`src/rtl/uart_tx_arbiter_pkg.sv`:
```
// Shared UART definitions: frame/packet sizing defaults and the Tx arbiter state type.
package UartGlobalPkg;

  localparam int DATA_WIDTH       = 8;
  localparam int NO_OF_PACKETS    = 50;
  localparam int UART_ARB_MAX_REQ = 8;

  typedef enum logic {
    IDLE = 1'b0,
    XFER = 1'b1
  } uart_arb_state_e;

  // Next requester after id, wrapping explicitly so non-power-of-2 counts work.
  function automatic int rr_next(input int id, input int n);
    return (id >= n - 1) ? 0 : id + 1;
  endfunction

endpackage

```
`src/rtl/uart_rr_pick.sv`:
```
// Combinational round-robin search: first request at or after ptr, scanning upward with wrap.
module uart_rr_pick
  import UartGlobalPkg::*;
#(
  parameter int NUM_REQ = 4,
  parameter int IW      = $clog2(NUM_REQ)
) (
  input  logic [NUM_REQ-1:0] req,
  input  logic [IW-1:0]      ptr,
  output logic [NUM_REQ-1:0] onehot,
  output logic [IW-1:0]      idx
);

  always_comb begin : pick
    logic [IW:0]   sum;
    logic [IW-1:0] k;
    onehot = '0;
    idx    = '0;
    sum    = '0;
    k      = '0;
    // Walk offsets from farthest to nearest so the nearest hit is the one left standing.
    for (int off = NUM_REQ - 1; off >= 0; off--) begin
      sum = {1'b0, ptr} + (IW + 1)'(off);
      if (sum >= (IW + 1)'(NUM_REQ)) sum = sum - (IW + 1)'(NUM_REQ);
      k = sum[IW-1:0];
      if (req[k]) begin
        onehot    = '0;
        onehot[k] = 1'b1;
        idx       = k;
      end
    end
  end

endmodule

```
`src/rtl/uart_tx_arbiter.sv`:
```
// Round-robin, packet-granular owner of the single UART Tx serializer.
// Optional stall watchdog with forced release: define UART_ARB_TIMEOUT_EN.
module uart_tx_arbiter
  import UartGlobalPkg::*;
#(
  parameter int NUM_REQ    = 4,
  parameter int DATA_WIDTH = UartGlobalPkg::DATA_WIDTH,
  parameter int MAX_BEATS  = UartGlobalPkg::NO_OF_PACKETS,
  parameter int TIMEOUT    = 16
) (
  input  logic                               clk,
  input  logic                               reset,
  input  logic [NUM_REQ-1:0]                 req_valid,
  input  logic [NUM_REQ*DATA_WIDTH-1:0]      req_data,
  input  logic [NUM_REQ-1:0]                 req_last,
  output logic [NUM_REQ-1:0]                 req_ready,
  output logic                               tx_valid,
  output logic [DATA_WIDTH-1:0]              tx_data,
  input  logic                               tx_ready,
  output logic                               grant_valid,
  output logic [$clog2(NUM_REQ)-1:0]         grant_id,
  output logic [$clog2(MAX_BEATS+1)-1:0]     beat_count,
  output logic                               trunc_err,
  output logic                               timeout_err
);

  localparam int IW = $clog2(NUM_REQ);
  localparam int BW = $clog2(MAX_BEATS + 1);

  uart_arb_state_e     state;
  logic [IW-1:0]       rr_ptr;
  logic [IW-1:0]       pick_idx;
  logic [NUM_REQ-1:0]  pick_oh;
  logic                pick_any;
  logic                owner_valid;
  logic                owner_last;
  logic                beat;
  logic                at_limit;
  logic                grant_end;
  logic                stall_expire;
  logic [IW-1:0]       next_ptr;

  uart_rr_pick #(
    .NUM_REQ (NUM_REQ),
    .IW      (IW)
  ) u_pick (
    .req    (req_valid),
    .ptr    (rr_ptr),
    .onehot (pick_oh),
    .idx    (pick_idx)
  );

  assign pick_any    = |pick_oh;
  assign owner_valid = req_valid[grant_id];
  assign owner_last  = req_last[grant_id];
  assign tx_valid    = (state == XFER) && owner_valid;
  assign tx_data     = req_data[grant_id*DATA_WIDTH +: DATA_WIDTH];
  assign beat        = tx_valid && tx_ready;
  assign at_limit    = (beat_count == BW'(MAX_BEATS - 1));
  assign grant_end   = beat && (owner_last || at_limit);
  assign next_ptr    = IW'(rr_next(int'(grant_id), NUM_REQ));

  always_comb begin
    req_ready = '0;
    if (state == XFER) req_ready[grant_id] = tx_ready;
  end

  always_ff @(posedge clk) begin
    if (reset) begin
      state       <= IDLE;
      rr_ptr      <= '0;
      grant_valid <= 1'b0;
      grant_id    <= '0;
      beat_count  <= '0;
      trunc_err   <= 1'b0;
    end else begin
      trunc_err <= 1'b0;
      case (state)
        IDLE: begin
          if (pick_any) begin
            state       <= XFER;
            grant_valid <= 1'b1;
            grant_id    <= pick_idx;
            beat_count  <= '0;
          end
        end
        XFER: begin
          if (beat && (beat_count != BW'(MAX_BEATS))) beat_count <= beat_count + BW'(1);
          if (grant_end || stall_expire) begin
            state       <= IDLE;
            grant_valid <= 1'b0;
            rr_ptr      <= next_ptr;
            trunc_err   <= grant_end && at_limit && !owner_last;
          end
        end
        default: state <= IDLE;
      endcase
    end
  end

`ifdef UART_ARB_TIMEOUT_EN
  localparam int SW = $clog2(TIMEOUT + 1);

  logic [SW-1:0] stall_cnt;

  // Only an owner with nothing to send counts as a stall; serializer backpressure does not.
  assign stall_expire = (state == XFER) && !owner_valid && (stall_cnt == SW'(TIMEOUT - 1));

  always_ff @(posedge clk) begin
    if (reset) begin
      stall_cnt   <= '0;
      timeout_err <= 1'b0;
    end else begin
      timeout_err <= stall_expire;
      if ((state != XFER) || owner_valid || stall_expire) stall_cnt <= '0;
      else                                                stall_cnt <= stall_cnt + SW'(1);
    end
  end
`else
  assign stall_expire = 1'b0;
  // Without force-release the stall limit is meaningless; this is constant low.
  assign timeout_err  = (TIMEOUT < 0);
`endif

endmodule

```
`config.mk`:
```
export PLATFORM = sky130hd
export DESIGN_NAME = uart_tx_arbiter
export DESIGN_NICKNAME = d
export VERILOG_FILES = /design/src/rtl/uart_tx_arbiter_pkg.sv /design/src/rtl/uart_rr_pick.sv /design/src/rtl/uart_tx_arbiter.sv
export SDC_FILE = /design/constraint.sdc
export NUM_CORES = 1
export LEC_CHECK = 0
export CAP_MARGIN = 10
export CORE_ASPECT_RATIO = 0.7
export CORE_MARGIN = 4
export CORE_UTILIZATION = 42
export DETAILED_ROUTE_END_ITERATION = 10
export PLACE_DENSITY = 0.82
export SETUP_SLACK_MARGIN = 0.02
export SLEW_MARGIN = 0
export SYNTH_ARGS = -nofsm -noshare
export SYNTH_HDL_FRONTEND = slang
export SYNTH_HIERARCHICAL = 1
export SYNTH_SLANG_ARGS = --single-unit
```
`constraint.sdc`:
```
create_clock -name clk -period 3.75 [get_ports clk]
set_clock_uncertainty 0.1 [all_clocks]
set_input_delay 1.125 -clock clk [delete_from_list [all_inputs] [get_ports clk]]
set_output_delay 1.125 -clock clk [all_outputs]
set_load 0.005 [all_outputs]
```
==> run metrics <==
Tcrit/Tclk final=approximately 98%; full die area=between 4000 and 5000 um^2; outcome=completed; depth of the CTS H-tree=1; count of different cell masters after synthesis=46; FILL cells=272; min Tclk post-route=approximately 3.7 ns; IO Pins=67; crit path launch type=input pin; Worst Hold Slack=between 0.3 and 0.4 ns; Max Transition Viols Final=0; initial antenna violation count=0; post-synthesis register bit count=13; Finished Layout Cells=about 280; Bufs on Longest Clock Path=2; Core Region=roughly 3300 um^2; post-route ant nets=0; Max Freq=roughly 270 MHz; critical path type=in2out; root buf cell=clkbuf_8; Post-synth EDFFs=0; # diodes=0; Die W=between 70 and 80 um; Via density=~5.6; clock sink total=13; Finish-stage setup viols=0; global-route wire length before repair=about 6600 um; Yosys warning count=6; DP HPWL=3370 um; CP Capture Type=output pin; Post-Route Utilization=between 70% and 80%; Mapped Area=around 1500 um^2; DRC=0; total CTS buffers=3; First DRT Iteration DRCs=about 140; global route total overflow=0; area post-placement=2260 um^2; slew of the pin with the lowest slew margin=0.588 ns; worst-skew pair later-pin latency=around 0.24 ns; GPL Wtd Cong=between 0.7 and 0.8; RSZ-0062 raised after global routing=yes; I/O Buffers=65; CP arrival=~2.5 ns; register area share after synthesis=between 10% and 20%; Post-Syn Instances=157; Post-CTS Setup Bufs=0; Cell Pwr Density=between 200 and 250 nW/um^2; Global Route Usage Sum=17.9%; Fin. Hold Viols=0; async set-reset flop share out of synthesis=0%; Cell Rows=17; hold depth=2; Rel. slew slack=60.7%; Max Fanout on Critical Path=1; VDD IR-drop max=between 0.15 and 0.2 mV; Leak=0.000886 uW; synth-to-layout area growth=55.8%; Hold WC Path Type=reg2reg; Mean Syn Cell Area=about 9.5 um^2; Top FF cell, synth=dfxtp_1; Die Y-Extent=a little under 60 um; via count=about 1,600; total wire length=4180 um; share of cells above drive strength 1=about 18%; drt first pass iters=4; Synthesized Nets=between 200 and 250; post-route cell area=around 2300 um^2; vias in the first global route=roughly 1,500; worst path required time=between 2 and 3 ns; TritonCTS clock tree=done; wire per inst=between 10 and 15 um; largest net degree at the start of global routing=16; Inst Count DP=~280; max-cap viol count=0; PnR Total Power=roughly 500 uW; Worst R2R Path Depth=10; clk slew on worst S/H paths=approximately 0.050 ns; layout net count=about 300; starting density of the core=~45%
==> synth_stat cells (2+ instances only) <==
master	count	area [um^2]
mux4_2	10	225
or3_1	3	18.8
ha_1	15	188
nand4_1	5	31.3
a21o_1	3	22.5
o21ai_0	4	20.0
a21oi_1	8	40.0
buf_6	3	33.8
clkbuf_1	2	7.51
dfxtp_1	13	260
a22oi_1	3	22.5
nand2b_1	4	25.0
nand3_1	12	60.1
nand3b_1	2	15.0
o22ai_1	2	12.5
a31oi_1	6	37.5
mux2_2	3	33.8
mux4_1	2	52.6
nor2b_1	2	12.5
inv_1	9	33.8
and3_1	5	31.3
or3b_2	2	17.5
nor2_1	8	30.0
nand2_1	3	11.3
mux2i_1	7	70.1
==> cell families after synthesis <==
family	Yosys count	share of synthesized area [%]
buf+inv	17	6.15
flops	13	17.5
other cells	1	0.252
mux	22	25.7
simple gates	55	21.7
fa+ha+maj	15	12.6
compound gates	34	16.0
==> layer usage <==
layer | track usage [%] | vias up | wire (um)
li1 | - | 761 | -
met1 | 23.7 | 745 | 1850
met2 | 29.6 | 66 | 1900
met3 | 5.59 | 2 | 406
met4 | 2.21 | 0 | 21
met5 | 0 | - | 0
==> where the power goes <==
group / switching [uW] / total, uW / leakage, uW / internal (uW)
Clock: 47.7 / 123 / 0.0000228 / 75.0
Sequential: 10.1 / 154 / 0.000106 / 144
Combinational: 84.4 / 221 / 0.000758 / 137
Total: 142 / 498 / 0.000886 / 356
==> final cells by class <==
| type | count | area, um^2 | share of cell area, % |
|---|---|---|---|
| multi-input combinational | 127 | 1140 | 49.1 |
| sequential | 13 | 260 | 11.2 |
| timing repair buffer | 81 | 779 | 33.7 |
| clock buffer | 4 | 45.0 | 1.95 |
| tap | 47 | 58.8 | 2.54 |
| inverter | 9 | 33.8 | 1.46 |
==> placed cells by master (no fill, tap or decap), drive strengths merged, types with 4 or more instances in the layout <==
| cell type | synthesis | routed |
|---|---|---|
| buf | 6 | 16 |
| dlymetal6s2s | 0 | 4 |
| mux2i | 7 | 7 |
| ha | 15 | 15 |
| o21ai | 4 | 4 |
| dfxtp | 13 | 13 |
| nand3 | 12 | 12 |
| inv | 9 | 9 |
| nand4 | 5 | 5 |
| mux4 | 12 | 12 |
| a31oi | 6 | 6 |
| nor2 | 8 | 8 |
| clkbuf | 2 | 4 |
| nand2b | 4 | 4 |
| clkdlybuf4s50 | 0 | 60 |
| a21oi | 8 | 8 |
| and3 | 6 | 6 |
==> stage by stage <==
stage,worst slack [ns],setup TNS (ns)
after floorplan,0.367,0
after global placement,-0.135,-0.346
after detailed placement,-0.138,-0.546
after CTS,0.0264,0
after global routing,0.00961,0
final,0.0580,0
==> registers in the layout (all words and copies together) (netlist names) <==
signal       count
state            1
grant_valid      1
grant_id         2
rr_ptr           2
beat_count       6
trunc_err        1
==> what timing repair did <==
item                                    4_1_cts  5_1_grt
gates resized for setup                       1        5
endpoints found under the setup margin        1        5
hold buffers                                  0        0
==> worst paths after layout <==
kind,slack [ns],from,endpoint
worst max-delay path,0.06,req_data[27],tx_data[3]
worst min-delay path,0.39,grant_valid$_SDFFE_PP0P_,grant_valid$_SDFFE_PP0P_
worst max register to register,0.81,rr_ptr[1]$_SDFFE_PP0P_,beat_count[1]$_SDFFE_PP0P_
worst min register to register,0.39,grant_valid$_SDFFE_PP0P_,grant_valid$_SDFFE_PP0P_
==> critical path, cell delays in order <==
cell,delay (ns)
clkdlybuf4s50_1,0.40
mux4_2,0.48
clkdlybuf4s50_1,0.46
Power figures use the tool's default switching activity.
